===== src/rtl/e1000_intr_pkg.sv =====
// -----------------------------------------------------------------------------
// e1000_intr_pkg
//   Constants and types shared by the e1000 interrupt moderation stages and the
//   interrupt controller: timer unit length, ICR cause bit positions, the
//   moderation FSM state encoding and the RDTR flush bit position.
// -----------------------------------------------------------------------------
package e1000_intr_pkg;

    // Hardware delay timers count in units of 1.024 us.
    localparam int TIMER_UNIT_NS = 1024;

    // ICR cause bit positions.
    localparam int ICR_TXDW   = 0;
    localparam int ICR_LSC    = 2;
    localparam int ICR_RXDMT0 = 4;
    localparam int ICR_RXT0   = 7;

    // RDTR bit 31: flush partial descriptor block (write-only action bit).
    localparam int RDTR_FPD_BIT = 31;

    // Width of the delay fields held in RDTR/RADV/TIDV/TADV.
    localparam int DELAY_W = 16;

    typedef enum logic {
        ST_IDLE    = 1'b0,
        ST_PENDING = 1'b1
    } intr_state_e;

    // Number of clk cycles in one timer unit for a given clock period.
    function automatic int tick_cycles(input int clk_period_ns);
        return TIMER_UNIT_NS / clk_period_ns;
    endfunction

endpackage : e1000_intr_pkg


===== src/rtl/intr_tick_gen.sv =====
// -----------------------------------------------------------------------------
// intr_tick_gen
//   Timer-unit prescaler for the interrupt delay stages. Counts
//   0..TICK_CYCLES-1 while enabled and asserts tick_o for one cycle on the
//   wrap. A clear forces the count back to 0 and suppresses the tick, so a
//   fresh delay always starts on a full timer unit.
//
// Ports
//   clk_i   in   1  clock
//   rst_i   in   1  reset, asynchronous, active-high
//   en_i    in   1  count enable
//   clr_i   in   1  synchronous clear (wins over en_i)
//   tick_o  out  1  one-cycle timer-unit tick
// -----------------------------------------------------------------------------
module intr_tick_gen #(
    parameter int TICK_CYCLES = 128
) (
    input  logic clk_i,
    input  logic rst_i,
    input  logic en_i,
    input  logic clr_i,
    output logic tick_o
);

    localparam int            CW   = (TICK_CYCLES > 1) ? $clog2(TICK_CYCLES) : 1;
    localparam logic [CW-1:0] LAST = CW'(TICK_CYCLES - 1);

    logic [CW-1:0] presc_q, presc_d;

    // NOTE: every variable assigned in always_comb gets a default first, so no
    // path leaves it unassigned and no latch is inferred.
    always_comb begin
        presc_d = presc_q;
        if (clr_i) begin
            presc_d = '0;
        end else if (en_i) begin
            presc_d = (presc_q == LAST) ? '0 : presc_q + CW'(1);
        end
    end

    // NOTE: state registers use non-blocking assignments so every flop samples
    // the pre-edge values regardless of block ordering.
    always_ff @(posedge clk_i or posedge rst_i) begin
        if (rst_i) begin
            presc_q <= '0;
        end else begin
            presc_q <= presc_d;
        end
    end

    assign tick_o = en_i && !clr_i && (presc_q == LAST);

endmodule : intr_tick_gen


===== src/rtl/rx_intr_delay.sv =====
// -----------------------------------------------------------------------------
// rx_intr_delay
//   Receive interrupt moderation in front of intr_ctrl. Per-packet write-back
//   completions arm the RDTR packet delay timer (restarted by every packet) and
//   the RADV absolute delay timer (armed once by the first packet). Whichever
//   expires first, or an RDTR write with the FPD bit set, raises a one-cycle
//   RXT0_req cause pulse (ICR bit 7) one cycle after the event.
//
// Build option
//   RX_ABS_TIMER_EN  defined: RADV register and absolute timer present.
//                    undefined: RADV/RADV_set ignored, RADV_fb_o reads 0.
//
// Ports
//   clk_i       in   1   clock
//   rst_i       in   1   reset, asynchronous, active-high
//   RDTR        in   32  RDTR write data; [15:0] delay, [31] FPD flush
//   RDTR_set    in   1   RDTR write strobe
//   RADV        in   32  RADV write data; [15:0] absolute delay
//   RADV_set    in   1   RADV write strobe
//   RDTR_fb_o   out  32  RDTR readback {16'b0, rdtr_val}; FPD reads 0
//   RADV_fb_o   out  32  RADV readback {16'b0, radv_val}
//   pkt_done_i  in   1   one pulse per packet written back to host
//   RXT0_req    out  1   one-cycle receive timer interrupt cause
//   pending_o   out  1   packets written back but not yet signalled
// -----------------------------------------------------------------------------
module rx_intr_delay
    import e1000_intr_pkg::*;
#(
    parameter int CLK_PERIOD_NS = 8,
    parameter int TICK_CYCLES   = tick_cycles(CLK_PERIOD_NS)
) (
    input  logic        clk_i,
    input  logic        rst_i,
    input  logic [31:0] RDTR,
    input  logic        RDTR_set,
    input  logic [31:0] RADV,
    input  logic        RADV_set,
    output logic [31:0] RDTR_fb_o,
    output logic [31:0] RADV_fb_o,
    input  logic        pkt_done_i,
    output logic        RXT0_req,
    output logic        pending_o
);

    intr_state_e        state_q, state_d;
    logic [DELAY_W-1:0] rdtr_val_q, rdtr_val_d;
    logic [DELAY_W-1:0] pkt_cnt_q, pkt_cnt_d;
    logic               rxt0_req_q;

    logic tick;
    logic fire;
    logic enter_pend;
    logic fpd;
    logic pkt_expire;
    logic abs_expire;

    // Prescaler only runs while packets are outstanding and is held at 0 in
    // IDLE, so it is already cleared on the IDLE->PENDING edge.
    intr_tick_gen #(
        .TICK_CYCLES (TICK_CYCLES)
    ) u_tick_gen (
        .clk_i  (clk_i),
        .rst_i  (rst_i),
        .en_i   (state_q == ST_PENDING),
        .clr_i  (state_q == ST_IDLE),
        .tick_o (tick)
    );

    assign rdtr_val_d = RDTR_set ? RDTR[DELAY_W-1:0] : rdtr_val_q;
    assign fpd        = RDTR_set && RDTR[RDTR_FPD_BIT];
    assign pkt_expire = tick && (pkt_cnt_q == DELAY_W'(1));

`ifdef RX_ABS_TIMER_EN
    logic [DELAY_W-1:0] radv_val_q, radv_val_d;
    logic [DELAY_W-1:0] abs_cnt_q, abs_cnt_d;
    logic               unused_bits;

    assign unused_bits = ^{RDTR[30:DELAY_W], RADV[31:DELAY_W]};
    assign radv_val_d  = RADV_set ? RADV[DELAY_W-1:0] : radv_val_q;
    assign abs_expire  = tick && (abs_cnt_q == DELAY_W'(1));
    assign RADV_fb_o   = {16'b0, radv_val_q};

    // Absolute timer: loaded only on entry to PENDING, never by later packets.
    // A zero load leaves it idle for the whole pending period.
    always_comb begin
        abs_cnt_d = abs_cnt_q;
        if (fire) begin
            abs_cnt_d = '0;
        end else if (enter_pend) begin
            abs_cnt_d = radv_val_q;
        end else if (state_q == ST_PENDING && tick && abs_cnt_q != '0) begin
            abs_cnt_d = abs_cnt_q - DELAY_W'(1);
        end
    end

    always_ff @(posedge clk_i or posedge rst_i) begin
        if (rst_i) begin
            radv_val_q <= '0;
            abs_cnt_q  <= '0;
        end else begin
            radv_val_q <= radv_val_d;
            abs_cnt_q  <= abs_cnt_d;
        end
    end
`else
    logic unused_bits;

    assign unused_bits = ^{RDTR[30:DELAY_W], RADV, RADV_set};
    assign abs_expire  = 1'b0;
    assign RADV_fb_o   = '0;
`endif

    always_comb begin
        state_d    = state_q;
        pkt_cnt_d  = pkt_cnt_q;
        fire       = 1'b0;
        enter_pend = 1'b0;

        case (state_q)
            ST_IDLE: begin
                if (pkt_done_i) begin
                    if (rdtr_val_q == '0) begin
                        // A packet landing in the pulse cycle is covered by
                        // the interrupt already being raised.
                        fire = !rxt0_req_q;
                    end else begin
                        enter_pend = 1'b1;
                        state_d    = ST_PENDING;
                        pkt_cnt_d  = rdtr_val_q;
                    end
                end
            end
            ST_PENDING: begin
                // A packet restarts the packet timer even on a tick.
                if (pkt_done_i) begin
                    pkt_cnt_d = rdtr_val_q;
                end else if (tick && pkt_cnt_q != '0) begin
                    pkt_cnt_d = pkt_cnt_q - DELAY_W'(1);
                end
                if (pkt_expire || abs_expire || fpd ||
                    (pkt_done_i && rdtr_val_q == '0)) begin
                    fire = 1'b1;
                end
            end
            default: state_d = ST_IDLE;
        endcase

        if (fire) begin
            state_d   = ST_IDLE;
            pkt_cnt_d = '0;
        end
    end

    always_ff @(posedge clk_i or posedge rst_i) begin
        if (rst_i) begin
            state_q    <= ST_IDLE;
            rdtr_val_q <= '0;
            pkt_cnt_q  <= '0;
            rxt0_req_q <= 1'b0;
        end else begin
            state_q    <= state_d;
            rdtr_val_q <= rdtr_val_d;
            pkt_cnt_q  <= pkt_cnt_d;
            rxt0_req_q <= fire;
        end
    end

    assign RXT0_req  = rxt0_req_q;
    assign pending_o = (state_q == ST_PENDING);
    assign RDTR_fb_o = {16'b0, rdtr_val_q};

endmodule : rx_intr_delay


===== config.mk =====
export PLATFORM = sky130hd
export DESIGN_NAME = rx_intr_delay
export DESIGN_NICKNAME = d
export VERILOG_FILES = /design/src/rtl/e1000_intr_pkg.sv /design/src/rtl/intr_tick_gen.sv /design/src/rtl/rx_intr_delay.sv
export SDC_FILE = /design/constraint.sdc
export NUM_CORES = 1
export LEC_CHECK = 0
export BUFFER_PORTS_ARGS = -buffer_cell sky130_fd_sc_hd__buf_2
export CORE_MARGIN = 10
export CORE_UTILIZATION = 48
export CTS_CLUSTER_SIZE = 30
export DETAILED_ROUTE_END_ITERATION = 10
export PLACE_DENSITY_LB_ADDON = 0.08
export SYNTH_ARGS = -nofsm -noshare
export SYNTH_HDL_FRONTEND = slang
export SYNTH_SLANG_ARGS = --single-unit

===== constraint.sdc =====
create_clock -name clk_i -period 6.75 [get_ports clk_i]
set_clock_uncertainty 0.1 [all_clocks]
set_input_delay 0.3375 -clock clk_i [delete_from_list [all_inputs] [get_ports clk_i]]
set_output_delay 0.3375 -clock clk_i [all_outputs]
set_load 0.03 [all_outputs]

# ---- Word-level counts from Yosys, hierarchy flattened
# Index checks and enable logic that the tools add are counted.
dict set report word_totals {
  romBits 0
  in_bits 69
  memories 0
  regBits 41
  latchBits 0
  word_cells 40
  ramBits 0
}
dict set report op_classes {
  n_mux 16
  shifts 0
  n_eq_ne 5
  addsub 2
  n_reduce_logical 11
  n_bitwise 1
  div 0
  mul 0
  order_cmp 0
}
# operator count
set ops {}
lappend ops {{2-to-1 mux 16 bit} 5}
lappend ops {{one-hot mux 16 bit (2 select lines)} 1}
lappend ops {{equality test 16 x 1 -> 1 bit, second input constant} 1}
lappend ops {{zero test 16 bit} 1}
lappend ops {{nonzero test 16 bit} 1}
lappend ops {{subtractor 16 x 1 -> 16 bit, second input constant} 1}
lappend ops {{2-to-1 mux 7 bit} 2}
lappend ops {{adder 7 x 1 -> 7 bit, second input constant} 1}
lappend ops {{equality test 7 bit, second input constant} 1}
lappend ops {{2-to-1 mux 1 bit} 7}
lappend ops {{!= test 3 bit, second input constant} 2}
lappend ops {{logical AND 1 bit} 5}
lappend ops {{!= test 4 x 2 -> 1 bit, second input constant} 1}
lappend ops {{AND reduction 3 bit} 1}
lappend ops {{logical OR 1 bit} 2}
lappend ops {{one-hot mux 1 bit (2 select lines)} 1}
lappend ops {{zero test 1 bit} 1}
lappend ops {{inverter 1 bit} 1}

# ---- Longest topological paths before layout
dict set report logic_depth {
  depth_word 9
  ltp_mapped 10
  depth_no_buf 8
}

# ---- By module
# From an unflattened synthesis, not the netlist that was laid out.
dict set report hier_totals {
  cells_unflattened 278
  area_unflattened_um2 2632.5
}
# module n_inst area_each_um2 cells_per_inst
set by_module_without_submodules {}
lappend by_module_without_submodules {rx_intr_delay 1 2267.2 238}
lappend by_module_without_submodules {intr_tick_gen 1 365.4 40}

# ---- Least setup slack after synthesis
# Ideal clock, no wire load.
dict set report synth_path {
  path_type {register to register}
  start {reg pkt_cnt_q[0]}
  end {reg pkt_cnt_q[11]}
  setup_ns 0.139
  stages_incl_launch_ff 11
  t_required_ns 6.511
  synth_period_minus_slack_ns 2.547
  slack_ns 4.203
  arrival_time_ns 2.309
  path_cell_list {dfrtp_1 inv_1 ha_1 or4b_1 or2_0 clkbuf_1 o31ai_2 nor2_1 a31oi_4 buf_6 o221ai_1}
}
dict set report synth_between {
  elab_chain_len 8
  elab_cells_between_ends 17
  cone_classes {add/sub (1); eq/ne (4); mux (6); reduce/logical (6)}
}
# element line
set synth_rtl {}
lappend synth_rtl {{from (decl)} rx_intr_delay.sv:47} ;# logic [DELAY_W-1:0] pkt_cnt_q, pkt_cnt_d;
lappend synth_rtl {{from (signal assigned)} rx_intr_delay.sv:163} ;# pkt_cnt_q <= pkt_cnt_d;
lappend synth_rtl {{branches (longest 8 deep; another with subtractor 16 x 1 -> 16 bit)} -}
# Several ways; the timed one is not identified. The select of a mux whose other input is x is not followed.
# A chain may end at the register's enable or synchronous reset.

# ---- Final worst setup path
dict set report layout_path {
  start {reg pkt_cnt_q[10]}
  end {reg pkt_cnt_q[11]}
}
# The elaborated chain is that of the path after synthesis.

==> impl_metrics.toml <==
[cells_and_area]
filler_cell_count = 481
finalNonFillerCells = 377
antenna_cells = 0
nets = 379
ff_latch_area_sq_mm = 0.00103
layout.core_utilization = 0.523
multiInputGateArea_sq_mm = 0.00127
layout-drive-gt1-share = 0.228
flow.area_growth_from_synthesis_pct = 5.25

[setup_path]
critical_path.startpoint_type = "flip-flop"
crit_path_cell_trace = "or4_4 > or4_4 > o31ai_2 > nor2_1 > a31oi_4 > o221ai_1"
required_ns = 6.79
critical_path_class = "flip-flop to flip-flop"
critPathMaxStageDelay_ns = 0.71
slowest_stage = "o31ai_2"
cp-end-kind = "flip-flop"
critical_path.max_fanout = 14
crit_top_cell = "or4_4"
cp.arrival_ns = 3.34

[logic_synthesis]
cells_after_synth = 273
synth_enable_flop_cells = 0
synth_largest_area_cell = "dfrtp_1"
netlist_top_cells_area = "dfrtp_1, buf_4, mux2_2"
share_of_the_synthesized_area_in_compound_gates_ao_oa_aoi_oai = 0.153
post_synth.cell_area_avg_sq_um = 9.35
post_synth_simple_gate_area = 0.170
synth-async-reset-ratio = 1.00
synth_top_area_share = 0.402
synth_xor_area_frac = 0.0172
synthAdderAreaFrac = 0.0147
yosysSeqAreaShare = 0.402
synth_flop_cell = "dfrtp_1"
yosys_register_bits = 41
combinational_family_with_the_most_area_after_synthesis = "buffers and inverters"
number_of_warning_messages_in_the_yosys_log = 0
synthesis.area_sq_mm = 0.00255
post_synthesis_cell_type_count = 47
portion_of_netlist_area_occupied_by_mux_cells = 0.0706

[grt]
antenna_violations_before_repair = 0
via_count_of_the_first_global_routing_pass = 1992
grt_max_degree = 42
grt.total_usage = 0.142
grt_overflow_total = 0
first_pass_grt_wire_length_mm = 10.1

[clock_tree]
clk_path_buf_depth = 2
clock-root-buffer = "clkbuf_8"
clkLatencyLatePin_ns = 0.29
postCtsResizedCells = 0
cts.reportedPaths.clkPinSlew_ns = 0.08
clock_sinks = 41
ctsHtreeMaxLevel = 2
cts_buffers = 5
post_cts.repair.setup_buffers = 0
tritoncts = "built"
postCtsHoldBufs = 0

[timing]
setup_viol = 0
max_freq_ghz = 0.303
period_needed_ns = 3.30
layout_worst_path_cycle_share = 0.489
slew_viols_final = 0
grt_setup_unrepaired = "no"
final_sum_of_negative_setup_slack_ns = 0
max_slew_margin = 0.275
hold_viol = 0
worst_max_slew_pin_slew_ns = 1.09

[placed_design]
dp_hpwl_mm = 4.45
io_buf_count = 38
placed_cells = 370
place_congestion = 0.810

[routing]
firstDrtPassIters = 4
drt_first_iter_violations = 99
detailroute.via_count = 1939
postRouteAntennaNets = 0
drt-total-wl_mm = 6.00
wl_per_cell_um = 15.9
post-route-drc-count = 0
avgViaCountPerCell = 5.14

[floorplanning]
ios = 135
placementRows = 26
initial_core_util = 0.497
die_height_um = 92.9
floorplan.die_area_sq_mm = 0.00863
design.core.area_sq_mm = 0.00514
floorplan.die.width_um = 92.9

[power_and_ir_drop]
power.density_cell_area_mw_per_mm2 = 260
vdd.ir_drop.worst_v = 0.000123
p_leak_nw = 1.22
p_comb_frac = 0.296
power.clock.fraction = 0.232
p_seq_frac = 0.472
internal_power_consumption_mw = 0.431
netSwitchingPower_mw = 0.267
netSwitchingFraction = 0.383

[run_status]
status = "completed"

[run]
maxCapViolations = 0

[worst_hold_path]
hold_path.class = "primary input to asynchronous set/reset pin"
stage by stage:
stage	setup slack [ns]	hold slack, ns	instance area (sq um)	power, mW
after floorplan	4.20	0.324	2730	0.510
after CTS	3.47	0.0871	2690	0.702
final	3.45	0.0647	2690	0.699
after global placement	3.46	0.340	2600	0.537
after detailed placement	3.49	0.352	2600	0.540
after global routing	3.27	0.120	2690	0.744
power groups by stage:
| stage | clock network [mW] | logic (mW) | registers, mW |
|---|---|---|---|
| 2_1_floorplan | 0 | 0.171 | 0.339 |
| 3_3_place_gp | 0 | 0.204 | 0.333 |
| 3_5_place_dp | 0 | 0.206 | 0.334 |
| 4_1_cts | 0.167 | 0.207 | 0.329 |
| 5_1_grt | 0.178 | 0.230 | 0.337 |
| 6_report | 0.162 | 0.207 | 0.330 |
kinds of logic after synthesis:
group                      Yosys count
AOI/OAI and AO/OA                   58
xor gates and xnor gates             5
adders and majority gates            3
buffers and inverters               65
DFF                                 41
muxes                               16
other                                1
and+or+nand+nor                     84
sequential cells by signal (all words and copies together) (netlist names):
register,flops
pending_o,1
pkt_cnt_q,16
rdtr_val_q,16
u_tick_gen.presc_q,7
RXT0_req,1
cell type report:
class,instances,share of cell area
well taps,70,0.0326
clock buffers,7,0.0321
inverters,6,0.00838
repair buffers,39,0.0736
flip-flops and latches,41,0.382
multi-input cells,214,0.471
critical path, delay by kind of cell (launching register included):
family           cells  cell delay [ns]
AO/OA/AOI/OAI        3             1.32
AND/OR/NAND/NOR      3             1.24
flip-flops           1             0.47
per-layer routing:
layer / up-vias / global-route usage / wire [um]
met5: - / 0 / 0
met4: 0 / 0.0386 / 61
met3: 5 / 0.0597 / 535
met2: 77 / 0.222 / 2660
met1: 914 / 0.175 / 2730
li1: 943 / - / -
cell usage after synthesis, types with 2 or more instances:
master / number
o21ai_1: 13
inv_1: 6
nand4_1: 3
a22oi_1: 3
or4_4: 2
o221ai_1: 3
and2_1: 3
a211oi_1: 2
or2_2: 2
nor4_1: 12
buf_4: 49
mux2_2: 16
nor2_1: 25
nand3_1: 4
xor2_1: 3
nand2b_1: 2
xnor2_1: 2
o31ai_1: 2
ha_1: 3
o21bai_1: 2
o31ai_2: 2
or3_1: 2
nor3_1: 8
nand2_1: 14
a21oi_1: 14
o21ai_0: 9
clkbuf_1: 7
dfrtp_1: 41
path summary, 6_finish.rpt:
kind / slack, ns / cells past startpoint / to / start
worst max-delay path: 3.45 / 6 / pkt_cnt_q[11] / pkt_cnt_q[10]
worst min-delay path: 0.06 / 3 / pkt_cnt_q[0] / rst_i
worst max register to register: 3.45 / 6 / pkt_cnt_q[11] / pkt_cnt_q[10]
worst min register to register: 0.36 / 1 / u_tick_gen.presc_q[0] / u_tick_gen.presc_q[0]
max in group asynchronous: 6.11 / 3 / pkt_cnt_q[11] / rst_i
min in group clk_i: 0.17 / 2 / rdtr_val_q[4] / RDTR[4]
placed cells by master, fill, tap and decap left out, drive strengths merged, types with 2 or more instances in the layout:
cell,count
nor3,8
nand2,15
inv,6
xnor2,2
a22oi,3
or2,3
conb,48
ha,3
nand2b,2
o221ai,3
a21oi,14
o21bai,2
o21ai,22
and2,3
a31oi,2
dfrtp,41
nand3,4
clkbuf,7
a211oi,2
nor2,25
nor4,12
or4,3
or3,2
buf,39
xor2,3
mux2,16
nand4,3
o31ai,5
No activity file was read; power rests on OpenSTA's default activity.
